--- config.mk ---
export PLATFORM = sky130hd
export DESIGN_NAME = hazard_controller
export DESIGN_NICKNAME = d
export VERILOG_FILES = /design/src/rtl/hazard_controller.sv
export SDC_FILE = /design/constraint.sdc
export NUM_CORES = 1
export LEC_CHECK = 0
export ABC_AREA = 1
export BUFFER_PORTS_ARGS = -buffer_cell sky130_fd_sc_hd__buf_2
export CORE_MARGIN = 4
export CORE_UTILIZATION = 44
export DETAILED_ROUTE_END_ITERATION = 16
export HOLD_SLACK_MARGIN = 0.08
export PLACE_DENSITY = 0.77
export SETUP_SLACK_MARGIN = 0.2
export SLEW_MARGIN = 20
export SYNTH_ARGS = -nofsm -noshare
export SYNTH_HDL_FRONTEND = slang
export SYNTH_SLANG_ARGS = --single-unit
--- constraint.sdc ---
create_clock -name clk -period 1.7 [get_ports clk]
set_input_delay 0 -clock clk [delete_from_list [all_inputs] [get_ports clk]]
set_output_delay 0 -clock clk [all_outputs]
set_load 0.02 [all_outputs]
--- src/rtl/hazard_controller.sv ---
// Pipeline hazard controller: arbitrates memory freeze, EX redirects, load-use and
// fetch-not-ready each cycle; drives PC/pipeline-register controls, watchdog and counters.
module hazard_controller #(
   parameter int CNT_W       = 32,
   parameter int MEM_TIMEOUT = 255,
   parameter int TO_W        = 8
) (
   input  logic             clk,
   input  logic             reset,
   input  logic [4:0]       id_rs1,
   input  logic [4:0]       id_rs2,
   input  logic             id_uses_rs1,
   input  logic             id_uses_rs2,
   input  logic             ex_mem_read,
   input  logic [4:0]       ex_rd,
   input  logic             ex_branch_taken,
   input  logic             ex_jal,
   input  logic             ex_jalr,
   input  logic [31:0]      ex_branch_target,
   input  logic [31:0]      ex_jal_target,
   input  logic [31:0]      ex_jalr_target,
   input  logic             dmem_busy,
   input  logic             imem_ready,
   output logic             pc_write,
   output logic             redirect_valid,
   output logic [31:0]      redirect_target,
   output logic             if_id_stall,
   output logic             if_id_flush,
   output logic             id_ex_stall,
   output logic             id_ex_flush,
   output logic             ex_mem_stall,
   output logic [1:0]       state,
   output logic             mem_timeout,
   output logic [CNT_W-1:0] stall_cycles,
   output logic [CNT_W-1:0] redirect_count
);

   localparam logic [1:0] RUN      = 2'd0;
   localparam logic [1:0] FREEZE   = 2'd1;
   localparam logic [1:0] LOAD_USE = 2'd2;
   localparam logic [1:0] FLUSH    = 2'd3;

   localparam logic [TO_W-1:0]  WD_MAX  = TO_W'(MEM_TIMEOUT);
   localparam logic [CNT_W-1:0] CNT_MAX = '1;

   logic [1:0]      saved_state;
   logic [1:0]      eff_state;
   logic [1:0]      next_state;
   logic [TO_W-1:0] watchdog;
   logic [TO_W-1:0] watchdog_inc;
   logic            sup_ex;
   logic            sup_lu;
   logic            redir;
   logic            rs_match;
   logic            lu;

   // While frozen, suppression comes from the state that was interrupted.
   assign eff_state = (state == FREEZE) ? saved_state : state;
   assign sup_ex    = (eff_state == FLUSH);
   assign sup_lu    = (eff_state == LOAD_USE);

   assign redir    = !sup_ex && (ex_jalr || ex_jal || ex_branch_taken);
   assign rs_match = (id_uses_rs1 && (id_rs1 == ex_rd)) || (id_uses_rs2 && (id_rs2 == ex_rd));
   assign lu       = !sup_lu && ex_mem_read && (ex_rd != 5'd0) && rs_match;

   assign watchdog_inc = watchdog + TO_W'(1);

   always_comb begin
      pc_write        = 1'b0;
      redirect_valid  = 1'b0;
      redirect_target = 32'd0;
      if_id_stall     = 1'b0;
      if_id_flush     = 1'b0;
      id_ex_stall     = 1'b0;
      id_ex_flush     = 1'b0;
      ex_mem_stall    = 1'b0;
      next_state      = RUN;
      if (!reset) begin
         next_state = RUN;
      end else if (dmem_busy) begin
         pc_write     = 1'b1;
         if_id_stall  = 1'b1;
         id_ex_stall  = 1'b1;
         ex_mem_stall = 1'b1;
         next_state   = FREEZE;
      end else if (redir) begin
         redirect_valid  = 1'b1;
         redirect_target = ex_jalr ? ex_jalr_target :
                           ex_jal  ? ex_jal_target  : ex_branch_target;
         if_id_flush     = 1'b1;
         id_ex_flush     = 1'b1;
         next_state      = FLUSH;
      end else if (lu) begin
         pc_write    = 1'b1;
         if_id_stall = 1'b1;
         id_ex_flush = 1'b1;
         next_state  = LOAD_USE;
      end else if (!imem_ready) begin
         pc_write    = 1'b1;
         if_id_flush = 1'b1;
         next_state  = RUN;
      end
   end

   always_ff @(posedge clk) begin
      if (!reset) begin
         state          <= RUN;
         saved_state    <= RUN;
         watchdog       <= '0;
         mem_timeout    <= 1'b0;
         stall_cycles   <= '0;
         redirect_count <= '0;
      end else begin
         state <= next_state;
         if (dmem_busy && (state != FREEZE))
            saved_state <= state;

         // Watchdog saturates at the limit; the flag is sticky until reset.
         if (dmem_busy) begin
            if (watchdog != WD_MAX) begin
               watchdog <= watchdog_inc;
               if (watchdog_inc == WD_MAX)
                  mem_timeout <= 1'b1;
            end else begin
               mem_timeout <= 1'b1;
            end
         end else begin
            watchdog <= '0;
         end

         if (pc_write && (stall_cycles != CNT_MAX))
            stall_cycles <= stall_cycles + CNT_W'(1);
         if (redirect_valid && (redirect_count != CNT_MAX))
            redirect_count <= redirect_count + CNT_W'(1);
      end
   end

endmodule

# --- Word level (Yosys, flattened, before mapping) ---
# Index checks and enable logic that the tools add are counted.
word_totals:
  inputBits: 121
  regBits: 77
op_classes:
  reduce_logical: 18
  muxes: 32
  eq_ne: 11
  n_addsub: 3
  bitwise: 1
op_table:
  columns: ["operator", "count"]
  rows:
  - ["2-to-1 mux 32 bit", 5]
  - ["adder 32 x 1 -> 32 bit, second input constant", 2]
  - ["!= test 32 bit, second input constant", 2]
  - ["2-to-1 mux 1 bit", 24]
  - ["equality test 5 bit", 2]
  - ["logical AND 1 bit", 9]
  - ["adder 8 x 1 -> 8 bit, second input constant", 1]
  - ["equality test 8 bit, second input constant", 1]
  - ["!= test 8 bit, second input constant", 1]
  - ["2-to-1 mux 2 bit", 3]
  - ["nonzero test 5 bit", 1]
  - ["equality test 2 bit, second input constant", 2]
  - ["!= test 2 x 1 -> 1 bit, second input constant", 2]
  - ["AND reduction 2 bit", 2]
  - ["logical OR 1 bit", 3]
  - ["equality test 2 x 1 -> 1 bit, second input constant", 1]
  - ["logical NOT 1 bit", 2]
  - ["OR reduction 2 bit", 1]
  - ["NOT 1 bit", 1]

# --- Depth between registers and ports, before layout ---
logic_depth:
  ltp_word: 12
  depth_mapped: 13

# --- Worst setup path after synthesis ---
# Ideal clock, no wire load.
synth_timing:
  kind: "register to register"
  startpoint: "register stall_cycles[0]"
  endpoint: "register stall_cycles[25]"
  required_ns: 1.584
  setup_time_ns: 0.116
  setup_slack_ns: -0.172
  period_less_slack_ns: 1.872
  path_stages_with_launch: 12
  arrival_ns: 1.756
  path_cell_list: "dfxtp_1 > ha_1 > nand3_2 > nor2_4 > nand3_4 > nor2_4 > nand4_2 > buf_6 > nand2_2 > nor2_1 > a21oi_1 > nor2_1"
synth_via:
  elab_chain_cells: 2
synth_rtl:
  columns: ["element", "line", "source"]
  rows:
  - ["from (decl)", "34", "output logic [CNT_W-1:0] stall_cycles,"]
  - ["from (signal assigned)", "132", "stall_cycles <= stall_cycles + CNT_W'(1);"]
  - ["branches (longest 2 deep; another with adder 32 x 1 -> 32 bit)", null, null]
# Several ways; the timed one is not identified.
# A chain may end at the register's enable or synchronous reset.

# --- Worst setup path in the final report ---
layout_timing:
  startpoint: "register stall_cycles[19]"
  endpoint: "register stall_cycles[15]"
layout_via:
  elab_chain_cells: 2
layout_rtl:
  columns: ["element", "line", "source"]
  rows:
  - ["!= test 32 bit", "131", "if (pc_write && (stall_cycles != CNT_MAX))"]
  - ["logical AND 1 bit", "131", null]
# No other way between the ends.

==> summary.md <==
The run finished, with violations left. The checks that failed: negative setup slack. The proportion of synthesized flip-flops having asynchronous set or reset came out at 0. The run gives 514.0 MHz as the timing-limited maximum frequency.

The routed design has 27310 um of wire. Setup repair after global routing could not meet its margin everywhere. IR analysis of the VDD net gives a maximum drop of 468.3 uV.

Of all cell types, the one taking the most synthesized area is dfxtp_1. The clock tree synthesis step divided the H-tree into 3 levels. STA classifies the critical path endpoint as a flip-flop. Required time at the worst-slack endpoint: 1.98 ns.

For this run, the leading register cell type out of synthesis is dfxtp_1. The logs give 2 for the maximum buffer depth of the clock tree and 8219 for the total vias in the final route. Setup violations remaining at the end of the flow were counted as 97. In this run, the number of DRC markers left after iteration 0 of detailed routing was 936. The commonest cells after synthesis are 239 x nand2_1, 148 x nor2_1, 77 x dfxtp_1. The logs give 0.01400 mm^2 for the full die area and 40 for the number of core rows. The run gives 0.005354 mm^2 as the total standard cell area after synthesis.

The number of warnings printed during yosys synthesis was 0; the worst slack at placement was -0.02289 ns. The finished cells cover 0.01011 mm^2. For the CTS buffer count, the log shows 9.

Number of antenna violations at the first check in global routing: 0. The post-DP HPWL came out at 14710 um. Counting cells, the worst reg-to-reg path comes to 11.

Most common cell in the synthesized netlist: nand2_1. The number of nets produced by synthesis is 995, and the remaining global-route overflow is 0. Counting flops with a built-in enable in the synthesized netlist gives 0.

The placeable core region was 0.01196 mm^2; the static leakage was 0.004556 uW. STA classifies the critical path startpoint as a flip-flop. Entering global routing, the biggest net connects 47 pins. The run gives 227 as the number of ports placed on the die boundary. The worst hold slack was 0.09687 ns; the height of the chip was 118.3 um.

At the later pin of the worst-skew pair, clock insertion delay measures 0.35 ns. The cell count of the worst hold path is 4. The tools report the first-pass GRT wire length as 36870 um. For this run, design rule violations remaining after detail routing come to 0. The final layout contains 1342 nets. The run gives -0.2456 ns as the worst-case setup margin in the final layout. The tightest slew margin relative to the limit was 0.5407; the maximum net fanout on the critical path was 5.

The logs give 0 for the total inserted antenna cells and 0.9336 for the weighted congestion reported at the end of routability-driven placement. For this design the ratio of total power to cell area is 515.7 mW/mm^2. The area share of the largest cell type after synthesis is 0.2879, and the final critical-path share of the clock period is 1.144. Averaged over all synthesized cells, the footprint is 6.154 um^2.

The run gives 0 as the number of slew-limit violations in the final report. Clock tree root driver cell: clkbuf_16. The fraction of layout cells with a size suffix above 1 was 0.5704; the count of maximum capacitance violations was 0.

The post-synthesis sequential area ratio is 0.2879, and the data arrival time of the critical path is 2.22 ns. The final count of hold timing violations came out at 0. For this run, the detailed router's first-pass iteration total came to 6.

Yosys attributes the largest share of cell area to dfxtp_1 29%, nand2_1 17%, nor2_1 10%, a21oi_1 5.7%, nand3_1 5.7%. The effective utilization at floorplan was 0.4476; the synthesis-to-layout area growth was 88.85%. The utilization of the core after routing was 0.8453; the number of flip-flops and latches in the synthesized netlist was 77. During placement, the flow inserted port buffers numbering 226.

The worst min-delay path class is in2reg. Clock skew on the completed layout was measured at 0.007949 ns. Yosys mapped the design onto 39 distinct sky130hd cell types.

The post-synthesis cell count is 870. The routed design could run at a clock period as short as 1.946 ns. TritonCTS built the clock tree. Summing all placed instances gives a cell area of 0.007905 mm^2. The transition time of the tightest slew-check pin was 0.6826 ns; the number of nets with antenna violations after detailed routing was 0. The die is 118.3 um wide. In the final routed layout, each cell accounts on average for 19.95 um. After detailed routing, the number of vias per cell comes to 6.004.

The clock drives 77 sinks. The CTS clock-pin slew for the worst setup and hold paths came out at 0.06 ns. The tools report the number of global-route vias before repair as 7554. By startpoint and endpoint, the worst setup path is classified as reg2reg. For the global-route usage over all layers, the log shows 0.3185.
## worst max-delay path, stage by stage (launching register included)
cell      delay, ns
dfxtp_1        0.34
nand2_1        0.13
inv_1          0.17
nand3_1        0.16
nor3_2         0.29
nand3_4        0.16
buf_8          0.18
clkinv_8       0.07
nor2_2         0.05
nand3_1        0.08
nand2_1        0.09
nor2_1         0.15
## path summary, 6_finish.rpt
kind | startpoint | to | slack [ns]
worst max-delay path | stall_cycles[19]$_SDFFE_PN0P_ | stall_cycles[15]$_SDFFE_PN0P_ | -0.25
worst min-delay path | reset | redirect_count[19]$_SDFFE_PN0P_ | 0.1
worst max register to register | stall_cycles[19]$_SDFFE_PN0P_ | stall_cycles[15]$_SDFFE_PN0P_ | -0.25
worst min register to register | mem_timeout$_SDFFE_PN0P_ | mem_timeout$_SDFFE_PN0P_ | 0.46
## power by group
group	switching (uW)	internal, uW
combinational	675	546
clock	821	1350
sequential	16.5	1810
total	1510	3700
## cell usage in the layout, fill, tap and decap left out, types with 8 or more instances in the layout
master	netlist	final
o21ai_0	20	9
nand2_4	1	8
nand3_2	7	27
inv_1	71	52
inv_4	0	9
a311oi_4	0	29
dfxtp_4	0	14
nand2_1	239	200
nand2_2	4	33
nand4_1	16	16
buf_4	8	107
nand3_4	2	11
a21oi_2	0	31
clkbuf_16	0	10
nor3_2	4	9
buf_2	5	191
nor2_2	8	20
nor3_1	22	10
nor2_4	3	31
nand3_1	61	32
dfxtp_1	77	36
buf_6	3	50
inv_2	14	20
a21oi_1	61	30
nor2_1	148	108
o21ai_2	0	9
dfxtp_2	0	27
xor2_1	8	8
## kinds of logic after synthesis
| group | after synthesis | synth area share |
|---|---|---|
| fa+ha+maj | 4 | 0.009348 |
| flops | 77 | 0.2879 |
| compound gates | 118 | 0.1351 |
| xor+xnor | 14 | 0.02290 |
| simple gates | 536 | 0.4489 |
| buf+inv | 121 | 0.09582 |
## cell type report
class / count / area [um^2]
Multi-Input combinational cell: 672 / 4833
Timing Repair Buffer: 371 / 2745
Fill cell: 624 / 1851
Sequential cell: 77 / 1628
Inverter: 85 / 377.9
Clock buffer: 14 / 295.3
Tap cell: 147 / 183.9
Clock inverter: 2 / 36.28
Timing Repair inverter: 1 / 11.26
## per-stage QoR
step	total power, uW	setup TNS [ns]	cells
6_report	5215	-10.96	1369
5_1_grt	5347	-17.19	1369
4_1_cts	5084	-1.200	1357
3_5_place_dp	2759	-0.08321	1289
3_3_place_gp	2748	-0.006710	1289
2_1_floorplan	2436	0	870
## flip-flops by register name, summed over array words and instances, names as in the netlist
| signal | count |
|---|---|
| redirect_count | 32 |
| state | 2 |
| mem_timeout | 1 |
| saved_state | 2 |
| watchdog | 8 |
| stall_cycles | 32 |
## layer usage
layer,track usage,part of all wire,routed length [um]
met5,0,0,0
met4,0.1648,0.076,2069
met3,0.07129,0.097,2653
met2,0.5824,0.50,13540
met1,0.3404,0.33,9050
## repair_timing
item                                   4_1_cts  5_1_grt
hold buffers                                 4        1
gates cloned                                 6        0
pin swaps                                   54       94
gates resized for setup                    213      150
setup endpoints to repair                  103      110
endpoints found under the hold margin        4        1
buffers inserted                            42       12
Power figures use the tool's default switching activity.
